**src/rtl/sobel_window_core.sv**
```systemverilog
// -----------------------------------------------------------------------------
// sobel_window_core
//   Consumer end of the two-line shift buffer in the Sobel path. Builds a 3x3
//   window from the current-row pixel and the two delayed-row taps, then
//   computes |Gx|+|Gy| and a threshold decision in a 3-stage pipeline.
//   Sync/enable signals are delayed by the same 3 flops. Output pixel (r,c)
//   carries the edge of centre (r-1,c-1); rows 0,1 and cols 0,1 output 0.
//
// Ports
//   clk, rst_n        pixel clock, asynchronous active-low reset
//   de_in/hs_in/vs_in active video, hsync, vsync (rising edge = new frame)
//   pix_in,tap1,tap2  column c of rows r, r-1, r-2 (aligned when de_in=1)
//   thresh            edge threshold, compared against mag each cycle
//   de_out/hs_out/vs_out  inputs delayed by 3 clk
//   mag_out           |Gx|+|Gy| saturated to 255
//   edge_out          8'hFF when mag > thresh, else 8'h00
// -----------------------------------------------------------------------------
module sobel_window_core #(
  parameter int DATA_W = 8,
  parameter int CNT_W  = 12,
  parameter int MAG_W  = 11
) (
  input  logic              clk,
  input  logic              rst_n,
  input  logic              de_in,
  input  logic              hs_in,
  input  logic              vs_in,
  input  logic [DATA_W-1:0] pix_in,
  input  logic [DATA_W-1:0] tap1,
  input  logic [DATA_W-1:0] tap2,
  input  logic [MAG_W-1:0]  thresh,
  output logic              de_out,
  output logic              hs_out,
  output logic              vs_out,
  output logic [7:0]        mag_out,
  output logic [7:0]        edge_out
);

  localparam int GW = DATA_W + 3;  // signed gradient width
  localparam logic [CNT_W-1:0] CNT_MAX = '1;

  // ---------------------------------------------------------------- counters
  logic             de_prev_reg, vs_prev_reg, synced_reg;
  logic [CNT_W-1:0] col_cnt_reg, row_cnt_reg;
  logic             vs_rise, de_fall;
  logic [CNT_W-1:0] row_eff;
  logic             tag_now;

  assign vs_rise = vs_in & ~vs_prev_reg;
  assign de_fall = ~de_in & de_prev_reg;
  // A vs rise coinciding with a pixel tags that pixel as row 0.
  assign row_eff = vs_rise ? '0 : row_cnt_reg;
  // synced_reg keeps a frame that was cut by reset blanked until the next vs rise.
  assign tag_now = de_in && (synced_reg || vs_rise) &&
                   (row_eff >= CNT_W'(2)) && (col_cnt_reg >= CNT_W'(2));

  always_ff @(posedge clk or negedge rst_n) begin
    if (!rst_n) begin
      de_prev_reg <= 1'b0;
      vs_prev_reg <= 1'b0;
      synced_reg  <= 1'b0;
      col_cnt_reg <= '0;
      row_cnt_reg <= '0;
    end else begin
      de_prev_reg <= de_in;
      vs_prev_reg <= vs_in;
      if (vs_rise) synced_reg <= 1'b1;

      if (de_fall)
        col_cnt_reg <= '0;
      else if (de_in && col_cnt_reg != CNT_MAX)
        col_cnt_reg <= col_cnt_reg + 1'b1;

      if (vs_rise)
        row_cnt_reg <= '0;
      else if (de_fall && row_cnt_reg != CNT_MAX)
        row_cnt_reg <= row_cnt_reg + 1'b1;
    end
  end

  // ------------------------------------------------------- stage 1: window
  // win_reg[k][j]: k = row (0 oldest = tap2), j = column (0 oldest).
  logic [DATA_W-1:0] win_reg [3][3];
  logic [DATA_W-1:0] row_new [3];
  logic              tag1_reg, de1_reg, hs1_reg, vs1_reg;

  assign row_new[0] = tap2;
  assign row_new[1] = tap1;
  assign row_new[2] = pix_in;

  always_ff @(posedge clk or negedge rst_n) begin
    if (!rst_n) begin
      for (int k = 0; k < 3; k++)
        for (int j = 0; j < 3; j++)
          win_reg[k][j] <= '0;
      tag1_reg <= 1'b0;
      de1_reg  <= 1'b0;
      hs1_reg  <= 1'b0;
      vs1_reg  <= 1'b0;
    end else begin
      if (de_in) begin
        for (int k = 0; k < 3; k++) begin
          win_reg[k][0] <= win_reg[k][1];
          win_reg[k][1] <= win_reg[k][2];
          win_reg[k][2] <= row_new[k];
        end
      end
      tag1_reg <= tag_now;
      de1_reg  <= de_in;
      hs1_reg  <= hs_in;
      vs1_reg  <= vs_in;
    end
  end

  // ---------------------------------------------------- stage 2: gradients
  function automatic logic signed [GW-1:0] ext(input logic [DATA_W-1:0] p);
    return signed'({3'b000, p});
  endfunction

  logic signed [GW-1:0] gx_next, gy_next, gx_reg, gy_reg;
  logic                 tag2_reg, de2_reg, hs2_reg, vs2_reg;

  always_comb begin
    gx_next = (ext(win_reg[0][2]) + (ext(win_reg[1][2]) <<< 1) + ext(win_reg[2][2]))
            - (ext(win_reg[0][0]) + (ext(win_reg[1][0]) <<< 1) + ext(win_reg[2][0]));
    gy_next = (ext(win_reg[2][0]) + (ext(win_reg[2][1]) <<< 1) + ext(win_reg[2][2]))
            - (ext(win_reg[0][0]) + (ext(win_reg[0][1]) <<< 1) + ext(win_reg[0][2]));
  end

  always_ff @(posedge clk or negedge rst_n) begin
    if (!rst_n) begin
      gx_reg   <= '0;
      gy_reg   <= '0;
      tag2_reg <= 1'b0;
      de2_reg  <= 1'b0;
      hs2_reg  <= 1'b0;
      vs2_reg  <= 1'b0;
    end else begin
      gx_reg   <= gx_next;
      gy_reg   <= gy_next;
      tag2_reg <= tag1_reg;
      de2_reg  <= de1_reg;
      hs2_reg  <= hs1_reg;
      vs2_reg  <= vs1_reg;
    end
  end

  // ---------------------------------------------- stage 3: magnitude/edge
  logic [GW-1:0]    gx_abs, gy_abs;
  logic [MAG_W-1:0] mag_next;
  logic             valid3;

  always_comb begin
    gx_abs   = gx_reg[GW-1] ? GW'(-gx_reg) : GW'(gx_reg);
    gy_abs   = gy_reg[GW-1] ? GW'(-gy_reg) : GW'(gy_reg);
    mag_next = MAG_W'(gx_abs) + MAG_W'(gy_abs);
    valid3   = tag2_reg & de2_reg;
  end

  always_ff @(posedge clk or negedge rst_n) begin
    if (!rst_n) begin
      mag_out  <= 8'h00;
      edge_out <= 8'h00;
      de_out   <= 1'b0;
      hs_out   <= 1'b0;
      vs_out   <= 1'b0;
    end else begin
      if (!valid3)
        mag_out <= 8'h00;
      else if (mag_next > MAG_W'(255))
        mag_out <= 8'hFF;
      else
        mag_out <= mag_next[7:0];
      edge_out <= (valid3 && (mag_next > thresh)) ? 8'hFF : 8'h00;
      de_out   <= de2_reg;
      hs_out   <= hs2_reg;
      vs_out   <= vs2_reg;
    end
  end

endmodule

```
**config.mk**
```make
export PLATFORM = sky130hd
export DESIGN_NAME = sobel_window_core
export DESIGN_NICKNAME = d
export VERILOG_FILES = /design/src/rtl/sobel_window_core.sv
export SDC_FILE = /design/constraint.sdc
export NUM_CORES = 1
export LEC_CHECK = 0
export CAP_MARGIN = 25
export CORE_ASPECT_RATIO = 1.2
export CORE_MARGIN = 1.5
export CORE_UTILIZATION = 60
export CTS_CLUSTER_SIZE = 10
export DETAILED_ROUTE_END_ITERATION = 8
export GPL_ROUTABILITY_DRIVEN = 1
export PLACE_DENSITY_LB_ADDON = 0.15
export SETUP_SLACK_MARGIN = 0.5
export SLEW_MARGIN = 5
export SYNTH_ARGS = -nofsm -noshare
export SYNTH_HDL_FRONTEND = slang
export SYNTH_SLANG_ARGS = --single-unit
export TNS_END_PERCENT = 20
```
**constraint.sdc**
```tcl
create_clock -name clk -period 9.96 [get_ports clk]
set_input_delay 2.988 -clock clk [delete_from_list [all_inputs] [get_ports clk]]
set_output_delay 2.988 -clock clk [all_outputs]
set_load 0.01 [all_outputs]
```
==> results.tsv <==
metric	value	unit
postRouteAntennaNets	0	
io_buffers	58	
drc	0	
max_clock_freq	218	MHz
largest_reg_flops	72	
first_pass_iters	5	
ys_seq_area_share	41.2	%
multiInputGateArea	0.00447	mm^2
dp_hpwl	11400	um
io_pins	59	
grt.met1_usage	28.3	%
finClkSkew	11.7	ps
track_usage	22.8	%
path_class	input port to flip-flop	
antenna_found_initial	0	
max_stage_delay	450	ps
hold_violations	0	
finalWeightedCongestion	0.869	
hold_path_class	flip-flop to flip-flop	
mappedNetlistArea	0.00844	mm^2
busiest_layer	met2	
avgRoutedWirePerCell	15.2	um
min_to	vs_out	
wirelength	15500	um
post_cts_buffers	0	
dr.first_iter.drc_count	271	
drv_slew	0	
slowest_stage	clkdlybuf4s50_1	
die_h	133	um
final_cell_mix	dfrtp_1 (139), inv_1 (100), nand2_1 (79)	
tightest_slew	940	ps
tns	0	ps
reg2reg_depth	15	
worst_ep_required_time	10260	ps
seqCellArea	0.00348	mm^2
crit_chain	clkdlybuf4s50_1, inv_1, ha_1, a211o_1, nor2_1, o21ai_0, a21oi_1, a21oi_1, o211ai_1, a21oi_1	
hold_buffers	0	
layout-drive-gt1-share	9.08	%
syn_nets	933	
layout_min_cycle_time	4580	ps
startpoint_type	input port	
yosysUniqueCellTypes	48	
use_met2	39.3	%
ys_dominant_reg_cell	dfrtp_1	
antenna-diode-count	0	
clock_latency	420	ps
cp.arrival	4880	ps
clk_path_buf_depth	2	
async_reset_ff_share	100	%
clkSlewWorstSetupHoldPaths	60	ps
area.growth.synth_to_final	14.8	%
dieArea	0.0148	mm^2
cpMostUsedCell	a21oi_1	
min_from	vs2_reg	
core	0.0138	mm^2
start_util	61.3	%
status	finished clean	
r2r_slack	6100	ps
cts-root-buf	clkbuf_16	
cts_buffers	17	
overflow	0	
h-tree-depth	4	
timing.rr.end	edge_out[6]	
num_vias	5596	
worst_hold_path.num_cells	0	
met3_usage	4.95	%
n_fill_cell	1022	
fp.dieW	111	um
ys_ff_latch	139	
rows	47	
syn_inst	782	
rsz0062_at_grt	no	
grt_pass1_vias	5869	
vias_per_cell	5.49	
grt_max_degree	113	
cts_tree	yes	
min_period_over_period	46.0	%
cp-end-kind	flip-flop	
layout_commonest_cell	dfrtp_1	
cts.repair.resized	0	
yosysWarnings	0	
cp_max_fo	3	
regToRegStartpoint	gx_reg[2]	
avgSynthCellArea	10.8	um^2
grt_pass1_wl	26900	um
drv_cap	0	
finalSetupViolations	0	
synth_edf_count	0	
final_nets	989	
slew_headroom	36.9	%
clock-sinks	139	
cell usage after synthesis, drive strengths merged, types with 2 or more instances:
cell | number | area, um^2
o2111ai | 2 | 35.0
mux2 | 35 | 394
o21a | 4 | 30.0
nor4 | 7 | 43.8
a21o | 10 | 75.1
ha | 48 | 601
xnor2 | 36 | 315
nand2 | 80 | 303
clkbuf | 16 | 60.1
o21bai | 8 | 60.1
nor3 | 8 | 51.3
fa | 63 | 1260
nand3 | 14 | 70.1
xor2 | 16 | 148
inv | 100 | 375
o21ai | 77 | 385
dfrtp | 139 | 3480
nor2b | 5 | 31.3
or3 | 6 | 37.5
a31oi | 4 | 25.0
mux2i | 2 | 20.0
and3 | 5 | 31.3
nor2 | 20 | 75.1
nand2b | 9 | 56.3
buf | 8 | 56.3
nand4 | 4 | 25.0
or4 | 4 | 37.5
o211ai | 6 | 45.0
a21oi | 27 | 135
o41ai | 4 | 42.6
o31ai | 6 | 45.0
cell families (layout without fill, tap and decap cells):
logic type      Yosys count  count (layout)  synth area share, %
simple gates            165             165                 9.41
compound gates          154             154                 11.1
flops                   139             139                 41.2
buf+inv                 124             190                 5.83
fa+ha+maj               111             111                 22.1
xor+xnor                 52              52                 5.49
mux                      37              37                 4.91
layout make-up:
| type | count | area share, % |
|---|---|---|
| multi-input cells | 519 | 46.1 |
| flip-flops and latches | 139 | 35.9 |
| repair buffers | 61 | 6.42 |
| clock buffers | 21 | 4.75 |
| inverters | 100 | 3.87 |
| well taps | 171 | 2.21 |
| clock inverters | 8 | 0.749 |
critical path, delay by kind of cell:
family | cells | cell delay, ps
compound gates | 6 | 990
buf+inv | 2 | 500
fa+ha+maj | 1 | 320
simple gates | 1 | 80
worst max path at each step:
stage,to,startpoint
after floorplan,row_cnt_reg[11],de_in
after global placement,edge_out[6],thresh[6]
after detailed placement,edge_out[6],thresh[6]
after CTS,edge_out[6],thresh[6]
after global routing,edge_out[6],thresh[6]
final,edge_out[6],thresh[6]
layer usage:
metal	part of all wire [%]	vias to the layer above	wire (um)
met5	0	-	0
met3	2.4	24	371
met1	43	2773	6670
met2	53	80	8190
li1	-	2719	-
met4	1.8	0	277
stage by stage:
stage          worst slack, ps  instances  area (um^2)  util [%]  hold slack, ps
6_report                  5380       1019         9690      70.4             347
3_3_place_gp              5060        989         9130      66.4             334
3_5_place_dp              4970        989         9130      66.4             336
2_1_floorplan             5480        782         8440         -             331
4_1_cts                   5420       1018         9660      70.2             349
5_1_grt                   5300       1019         9690      70.4             352
Power is left out: the tool's default activity adds up to more than one toggle a clock period on the data nets, which glitch-free logic cannot reach.
